## src/rtl/core_decode_queue.sv

```systemverilog
// ---------------------------------------------------------------------------
// core_decode_queue
//   Buffered decode stage. A DEPTH-entry FIFO of raw {insn, pc} pairs sits
//   between fetch and a registered decode output, so decode stalls do not
//   back up into fetch. With SKIP_NOP set, NOPs are accepted and dropped
//   before they take a FIFO slot.
//
// Ports
//   clk, rst      clock, synchronous active-high reset
//   in_valid/in_ready/insn/insn_pc   fetch handshake and payload
//   stall         downstream not consuming; dec holds
//   flush         discard queue and output (branch redirect)
//   out_valid/dec registered decode of the oldest instruction
//   level         FIFO occupancy (output register excluded)
//   almost_full   level >= AFULL
// ---------------------------------------------------------------------------
package core_decode_queue_pkg;
   localparam int unsigned HWORD_W = 32;
   localparam int unsigned HPTR_W  = 32;

   typedef logic [HWORD_W-1:0] hword;
   typedef logic [HPTR_W-1:0]  hptr;

   // ISA groups live in insn[31:28]; anything not listed does not execute.
   typedef enum logic [3:0] {
      GRP_SYS    = 4'd0,
      GRP_ALU    = 4'd1,
      GRP_LOAD   = 4'd2,
      GRP_STORE  = 4'd3,
      GRP_BRANCH = 4'd4
   } isa_group_e;

   typedef struct packed {
      logic execute;
      logic alu;
      logic load;
      logic store;
      logic branch;
   } insn_ctrl_t;

   // Field layout: group[31:28] rd[27:23] rs1[22:18] rs2[17:13] imm[12:0].
   typedef struct packed {
      insn_ctrl_t  ctrl;
      logic [3:0]  group;
      logic [4:0]  rd;
      logic [4:0]  rs1;
      logic [4:0]  rs2;
      logic [12:0] imm;
      hptr         pc;
   } insn_decode;
endpackage

module core_decode_queue
   import core_decode_queue_pkg::*;
#(
   parameter int unsigned DEPTH    = 4,
   parameter bit          SKIP_NOP = 1'b1,
   parameter int unsigned AFULL    = DEPTH - 1
) (
   input  logic                       clk,
   input  logic                       rst,
   input  logic                       in_valid,
   output logic                       in_ready,
   input  hword                       insn,
   input  hptr                        insn_pc,
   input  logic                       stall,
   input  logic                       flush,
   output logic                       out_valid,
   output insn_decode                 dec,
   output logic [$clog2(DEPTH+1)-1:0] level,
   output logic                       almost_full
);

   localparam int unsigned PTR_W = $clog2(DEPTH);
   localparam int unsigned LVL_W = $clog2(DEPTH + 1);

   typedef struct packed {
      hword insn;
      hptr  pc;
   } entry_t;

   entry_t           mem_q [DEPTH];
   logic [PTR_W-1:0] wr_ptr_q, wr_ptr_d;
   logic [PTR_W-1:0] rd_ptr_q, rd_ptr_d;
   logic [LVL_W-1:0] level_q, level_d;
   insn_decode       dec_q, dec_d;
   logic             out_valid_q, out_valid_d;

   logic accept, store_ok, advance, pop, bypass, push;

   // NOP is the all-zero word and decodes to the all-zero record (pc included).
   function automatic insn_decode decode_insn(input hword w, input hptr p);
      insn_decode d;
      d = '0;
      if (w != '0) begin
         d.group = w[31:28];
         d.rd    = w[27:23];
         d.rs1   = w[22:18];
         d.rs2   = w[17:13];
         d.imm   = w[12:0];
         d.pc    = p;
         case (w[31:28])
            GRP_ALU:    begin d.ctrl.alu    = 1'b1; d.ctrl.execute = 1'b1; end
            GRP_LOAD:   begin d.ctrl.load   = 1'b1; d.ctrl.execute = 1'b1; end
            GRP_STORE:  begin d.ctrl.store  = 1'b1; d.ctrl.execute = 1'b1; end
            GRP_BRANCH: begin d.ctrl.branch = 1'b1; d.ctrl.execute = 1'b1; end
            default:    d.ctrl = '0;
         endcase
      end
      return d;
   endfunction

   // Ready comes from the registered count only; a pop in a full cycle does
   // not open a slot, which keeps stall off the in_ready path.
   assign in_ready = !rst && !flush && (level_q < LVL_W'(DEPTH));
   assign accept   = in_valid && in_ready;
   assign store_ok = accept && !(SKIP_NOP && (insn == '0));
   assign advance  = !stall || !out_valid_q;
   assign pop      = advance && (level_q != '0);
   // Empty FIFO and advancing: the input goes straight to dec, never stored.
   assign bypass   = advance && (level_q == '0) && store_ok;
   assign push     = store_ok && !bypass;

   always_comb begin
      wr_ptr_d    = wr_ptr_q;
      rd_ptr_d    = rd_ptr_q;
      level_d     = level_q;
      dec_d       = dec_q;
      out_valid_d = out_valid_q;
      if (flush) begin
         wr_ptr_d    = '0;
         rd_ptr_d    = '0;
         level_d     = '0;
         dec_d       = '0;
         out_valid_d = 1'b0;
      end else begin
         if (push) wr_ptr_d = wr_ptr_q + 1'b1;
         if (pop)  rd_ptr_d = rd_ptr_q + 1'b1;
         level_d = level_q + LVL_W'(push) - LVL_W'(pop);
         if (advance) begin
            if (pop) begin
               dec_d       = decode_insn(mem_q[rd_ptr_q].insn, mem_q[rd_ptr_q].pc);
               out_valid_d = 1'b1;
            end else if (bypass) begin
               dec_d       = decode_insn(insn, insn_pc);
               out_valid_d = 1'b1;
            end else begin
               dec_d       = '0;
               out_valid_d = 1'b0;
            end
         end
      end
   end

   always_ff @(posedge clk) begin
      if (rst) begin
         wr_ptr_q    <= '0;
         rd_ptr_q    <= '0;
         level_q     <= '0;
         dec_q       <= '0;
         out_valid_q <= 1'b0;
      end else begin
         wr_ptr_q    <= wr_ptr_d;
         rd_ptr_q    <= rd_ptr_d;
         level_q     <= level_d;
         dec_q       <= dec_d;
         out_valid_q <= out_valid_d;
      end
   end

   // Storage needs no reset; push is already blocked under rst and flush.
   always_ff @(posedge clk) begin
      if (push) mem_q[wr_ptr_q] <= '{insn: insn, pc: insn_pc};
   end

   assign out_valid   = out_valid_q;
   assign dec         = dec_q;
   assign level       = level_q;
   assign almost_full = (level_q >= LVL_W'(AFULL));

endmodule
```

## config.mk

```make
export PLATFORM = sky130hd
export DESIGN_NAME = core_decode_queue
export DESIGN_NICKNAME = d
export VERILOG_FILES = /design/src/rtl/core_decode_queue.sv
export SDC_FILE = /design/constraint.sdc
export NUM_CORES = 1
export LEC_CHECK = 0
export CORE_UTILIZATION = 55
export DETAILED_ROUTE_END_ITERATION = 12
export PLACE_DENSITY_LB_ADDON = 0.15
export SLEW_MARGIN = 0
export SYNTH_ARGS = -nofsm -noshare
export SYNTH_HDL_FRONTEND = slang
export SYNTH_SLANG_ARGS = --single-unit
```

## constraint.sdc

```tcl
create_clock -name clk -period 5.3 [get_ports clk]
set_input_delay 1.06 -clock clk [delete_from_list [all_inputs] [get_ports clk]]
set_output_delay 1.06 -clock clk [all_outputs]
set_load 0.01 [all_outputs]
```

==> results.py <==
metrics = {
    "worst_hold_path": {
        "hold_start": "dec[64]",
        "holdPathStages": 2,
        "min_path_type": "flip-flop to flip-flop",
        "hold_path_end": "dec[64]",
    },
    "placement": {
        "pre_cts_slack_ns": 1.07,
        "dpl-instance-area_um2": 14500,
        "dp.cells": 1094,
        "place_congestion": 0.768,
        "dp_hpwl_mm": 16.8,
        "io_buffers": 143,
    },
    "critical_path": {
        "cp_data_required_time_ns": 5.68,
        "cp-end-kind": "flip-flop",
        "worstPathArrival_ns": 4.11,
        "worstPathMaxFanout": 7,
        "reg2reg_slack_ns": 1.87,
        "timing.rr.end": "dec[30]",
        "start_kind": "primary input",
        "reg2reg_depth": 6,
        "worstSetupPathType": "primary input to flip-flop",
    },
    "clock_network": {
        "root_buffer": "clkbuf_16",
        "path_clk_slew_ns": 0.06,
        "htree_levels": 2,
        "cts_buffer_depth": 3,
        "clk_latency_ns": 0.52,
        "cts.sinks": 335,
        "cts_buffers": 34,
        "hold_buffers": 0,
        "post_cts_resized": 0,
        "postCtsSetupBuffers": 0,
        "cts_tree": "done",
    },
    "global_route": {
        "grt_pass1_vias": 7538,
        "antenna_found_initial": 0,
        "grtUsageMet2": 0.421,
        "grtUsageTotal": 0.249,
        "grt_start_max_net_pins": 70,
        "grt_first_pass_wirelength_mm": 44.3,
        "met1_usage": 0.325,
        "busiest_layer": "met2",
        "use_met3": 0.0482,
        "grt_overflow_total": 0,
    },
    "synthesis": {
        "synth-seq-area-share": 0.727,
        "netlist_area_um2": 12700,
        "synth.most_common_cell": "edfxtp_1",
        "synth_top_area_cell": "edfxtp_1",
        "synth-compound-area-share": 0.0830,
        "yosys-top-cells-area": "edfxtp_1 60%, dfxtp_1 12%, mux4_2 9.4%",
        "synth-edff-count": 256,
        "async_flop_share": 0,
        "ys_warn_count": 0,
        "synthXorXnorAreaFrac": 0.00275,
        "ys_types": 35,
        "synth-adder-area-share": 0.00844,
        "synth_area_per_cell_um2": 18.3,
        "synth_top_cells_by_count": "256 x edfxtp_1, 79 x dfxtp_1, 79 x nor2_1, 53 x mux4_2, 35 x o21ai_0",
        "ys_ff_latch": 335,
        "synth.area.mux_share": 0.117,
        "ys.flop_type": "edfxtp_1",
        "yosys.area_share.simple": 0.0429,
        "yosys.area.top_type_share": 0.603,
        "synth_cells": 698,
        "synth_top_family_by_area": "multiplexers",
        "syn_nets": 775,
    },
    "final_layout": {
        "multi_input_area_um2": 3270,
        "fill_cells": 1505,
        "layout.nets": 922,
        "area.sequential_um2": 9280,
        "postLayoutCellArea_um2": 15500,
        "final_cells": 1156,
        "diodes": 0,
        "drive_gt1_frac": 0.177,
        "area_delta_synth_final_pct": 21.8,
    },
    "sta": {
        "setup_ws_ns": 1.57,
        "setup_tns_ns": 0,
        "setup_viol": 0,
        "finalHoldViolCount": 0,
        "hold_ws_ns": 0.487,
        "rsz0062_at_grt": "no",
        "fin_crit_sh": 0.705,
        "tightest_slew_ns": 1.06,
        "slew_headroom": 0.294,
        "clock_skew_ns": 0.0264,
        "fmax_mhz": 268,
        "slew_violations": 0,
        "fin_crit_ns": 3.73,
    },
    "floorplan": {
        "dieWidth_um": 154,
        "num_io_pins": 144,
        "dieHeight_um": 154,
        "core_um2": 22700,
        "start_util": 0.561,
        "std_cell_rows": 55,
        "die_area_um2": 23800,
    },
    "route": {
        "drt-vias-per-instance": 6.28,
        "drtIter0Drc": 725,
        "postRouteAntennaNets": 0,
        "drc_errors": 0,
        "wirelength_mm": 28.6,
        "wl_per_cell_um": 24.7,
        "num_vias": 7260,
        "first_pass_iters": 6,
    },
    "outcome": {
        "outcome": "finished, final reports clean",
    },
    "power": {
        "power.leakage_nw": 4.87,
        "p_per_area_nw_per_um2": 453,
        "peakVddDrop_uv": 310,
    },
    "flow_run": {
        "cap_violations": 0,
    },
}
-- per-stage QoR --
step                      total power, mW   util
after floorplan                      4.29      -
after detailed placement             4.87  0.638
after global placement               4.82  0.638
after CTS                            7.08  0.684
final                                7.03  0.684
after global routing                 7.30  0.684
-- cells by family (layout without fill, tap and decap cells) --
family,count (synthesis),in the layout
buffers and inverters,53,226
muxes,65,65
AOI/OAI and AO/OA,112,112
adders and majority gates,8,8
and+or+nand+nor,121,121
xor gates and xnor gates,4,4
DFF,335,335
-- how the worst max path moves through the flow --
stage	from	endpoint	slack [ns]
3_5_place_dp	insn[1]	level[2]	1.07
2_1_floorplan	flush	mem_q[0][0]	1.10
6_report	insn[1]	level[2]	1.57
5_1_grt	insn[1]	level[2]	1.39
3_3_place_gp	insn[12]	level[2]	1.14
4_1_cts	insn[1]	level[2]	1.57
-- cells in the final DEF, fill, tap and decap left out, types with 4 or more instances in the layout --
master	count
ha_1	7
mux4_1	11
nor3_1	4
a221oi_2	30
clkbuf_1	7
nor4_1	14
o21ai_0	35
edfxtp_1	256
clkinv_2	6
clkdlybuf4s50_1	143
clkinv_1	11
inv_1	7
nor2_1	76
dfxtp_1	77
and2_4	5
buf_4	12
clkbuf_16	37
nand4_1	4
a21oi_1	6
mux4_2	53
nand2_1	7
a222oi_1	32
-- routing by layer --
layer  part of all wire  vias to the layer above  routed length (um)
li1                   -                     3196                   -
met5                  0                        -                   0
met2               0.51                      333               14500
met3              0.079                       43                2260
met1               0.39                     3688               11200
met4              0.023                        0                 669
-- sequential cells by signal (all words and copies together) (netlist names), named ones only --
signal	count
dec	69
level	3
mem_q	256
out_valid	1
rd_ptr_q	2
wr_ptr_q	2
-- where the power goes --
| part | leakage, nW | total (mW) | switching [mW] | internal (mW) |
|---|---|---|---|---|
| registers | 2.94 | 3.11 | 0.128 | 2.98 |
| clock network | 0.512 | 2.23 | 0.948 | 1.28 |
| logic | 1.41 | 1.69 | 0.900 | 0.791 |
-- layout make-up --
| type | instances | share of cell area |
|---|---|---|
| Clock buffer | 45 | 0.0622 |
| Clock inverter | 17 | 0.00459 |
| Inverter | 7 | 0.00169 |
| Multi-Input combinational cell | 310 | 0.210 |
| Sequential cell | 335 | 0.598 |
| Tap cell | 285 | 0.0230 |
| Timing Repair Buffer | 157 | 0.101 |
-- critical path, stage by stage --
cell and delay [ns]:
clkdlybuf4s50_1 0.51, nor4_1 0.46, nand4_1 0.26, o211ai_1 0.43, nor2_1 0.22, inv_1 0.10, ha_1 0.22, inv_1 0.06
ha_1 0.14, inv_1 0.05, fa_1 0.40, xor2_1 0.15, nor2_1 0.05
Note: power is estimated with default switching activity, not from simulation.
==> RTL change: new RTL, same settings <==
`SKIP_NOP`: 1'b1 -> 1'b0.
--- a/src/rtl/core_decode_queue.sv
+++ b/src/rtl/core_decode_queue.sv
@@ -55,5 +55,5 @@
 #(
    parameter int unsigned DEPTH    = 4,
-   parameter bit          SKIP_NOP = 1'b1,
+   parameter bit          SKIP_NOP = 1'b0,
    parameter int unsigned AFULL    = DEPTH - 1
 ) (
Check against the original RTL: not equivalent (a bounded check fails within 4 cycles, from zero or initial values).
==> RTL change against the unedited design <==
- count of clock-buffer cells in the layout rose by 11
- synthesized area grew 0.22%
- sequential share of layout area up 0.33 points
- clock skew down 0.0064 ns
- final area decreased by 0.57%
- setup slack improved by 0.12 ns
- routed wire length fell by 4.1%
- power decreased by 9.0%
- sequential cell count is the same
- via count increased by 1.4%
==> RTL change: results (changes against the unedited design) <==
Synth
  • Synth unique cells: 42 (+20%)
  • Register area share after synthesis: 0.7254 (-0.001566)
  • Synth top cells by count: edfxtp_1 (256), dfxtp_1 (79), mux4_2 (45)
  • Top post-synthesis cells by area: edfxtp_1 (60%), dfxtp_1 (12%), mux4_2 (7.9%)

GRT
  • Pin count of the biggest net entering global routing: 69 (-1.4%)
  • First-pass GRT wire length: 42.61 mm (-3.9%)
  • Gr usage total: 0.2380 (-0.01136)
  • Vias in the first global route: 7571 (+0.44%)

Critical path
  • CP Class: register to register
  • Reg2Reg Depth: 5 (-1)
  • Crit Path Max Fanout: 33 (+26)
  • CP max stage cell: nor2_4

Outcome
  • Status: completed

STA
  • Tcrit/Tclk final: 0.6820 (-0.02265)
  • Worst rel slew slack: 0.3114 (+0.01690)
  • Post-Route Skew: 0.02002 ns (-0.006420 ns)

Layout
  • Layout cells sized above 1: 0.1262 (-0.05056)
  • NumNets Final: 954 (+3.5%)
  • Fillers: 1517 (+0.80%)

Power and ir drop
  • Sw Share: 0.2477 (-0.03334)
  • Leak: 4.831 nW (-0.73%)

Place
  • Routability cong.: 0.7758 (+1.0%)
  • Pre-CTS WS: 1.597 ns (+0.5233 ns)

Drt
  • Iteration-0 DRC Markers: 706 (-2.6%)
  • Vias per cell: 6.194 (-1.4%)
  • Detailed Routing Iterations Pass 1: 8 (+2)
  • Routed WL: 27.42 mm (-4.1%)

Clocking
  • CTS Buf Count: 35 (+2.9%)

Hold path
  • Min-delay src: dec[65]
## RTL change: cell count changes after synthesis, sizes merged, moves of 3 or more
cell and delta:
a221oi -32, buf +7, nor2 -37, a21oi +30, o22ai +32, nand2 +36
clkbuf -3
## RTL change: cell type report
cell class                      instances  share of cell area
Timing Repair Buffer                  152             0.09711
Clock buffer                           56             0.06720
Tap cell                              285             0.02310
Inverter                                9            0.002189
Clock inverter                          7            0.001946
Sequential cell                       335              0.6008
Multi-Input combinational cell        344              0.2076
## RTL change: worst reg2reg max path, stage by stage (launching register included)
cell	delay, ns
dfxtp_4	0.75
mux4_1	0.76
nor4_1	0.70
nand4_1	0.27
nor2_4	0.77
o22ai_1	0.21
## RTL change: final timing paths
kind | endpoint
worst max-delay path | dec[30]
worst min-delay path | dec[65]
worst max register to register | dec[30]
worst min register to register | dec[65]
## RTL change: cell families after synthesis
kind of cell,count (synthesis),share of synthesized area
AOI/OAI and AO/OA,142,0.07433
xor gates and xnor gates,4,0.002742
adders and majority gates,8,0.008421
buffers and inverters,59,0.02507
DFF,335,0.7254
muxes,64,0.1184
and+or+nand+nor,126,0.04563
## RTL change: through the flow
step | cell area, µm² | instances | hold WS (ns)
3_3_place_gp | 14370 | 1125 | 0.4665
4_1_cts | 15430 | 1188 | 0.4751
6_report | 15430 | 1188 | 0.4841
3_5_place_dp | 14370 | 1125 | 0.4673
2_1_floorplan | 12780 | 738 | 0.4692
5_1_grt | 15430 | 1188 | 0.4957
## RTL change: power groups by stage
stage          combinational (W)  sequential (W)  clock (W)
6_report                 0.00108         0.00304    0.00227
5_1_grt                  0.00117         0.00306    0.00241
4_1_cts                  0.00109         0.00304    0.00231
3_5_place_dp             0.00108         0.00310          0
3_3_place_gp             0.00105         0.00309          0
2_1_floorplan           0.000676         0.00308          0
## RTL change: routing by layer
| metal | track usage | vias to the layer above | routed length, µm |
|---|---|---|---|
| li1 | - | 3285 | - |
| met1 | 0.3060 | 3740 | 10910 |
| met2 | 0.4182 | 297 | 14280 |
| met3 | 0.03699 | 37 | 1803 |
| met4 | 0.07449 | 0 | 425 |
| met5 | 0 | - | 0 |
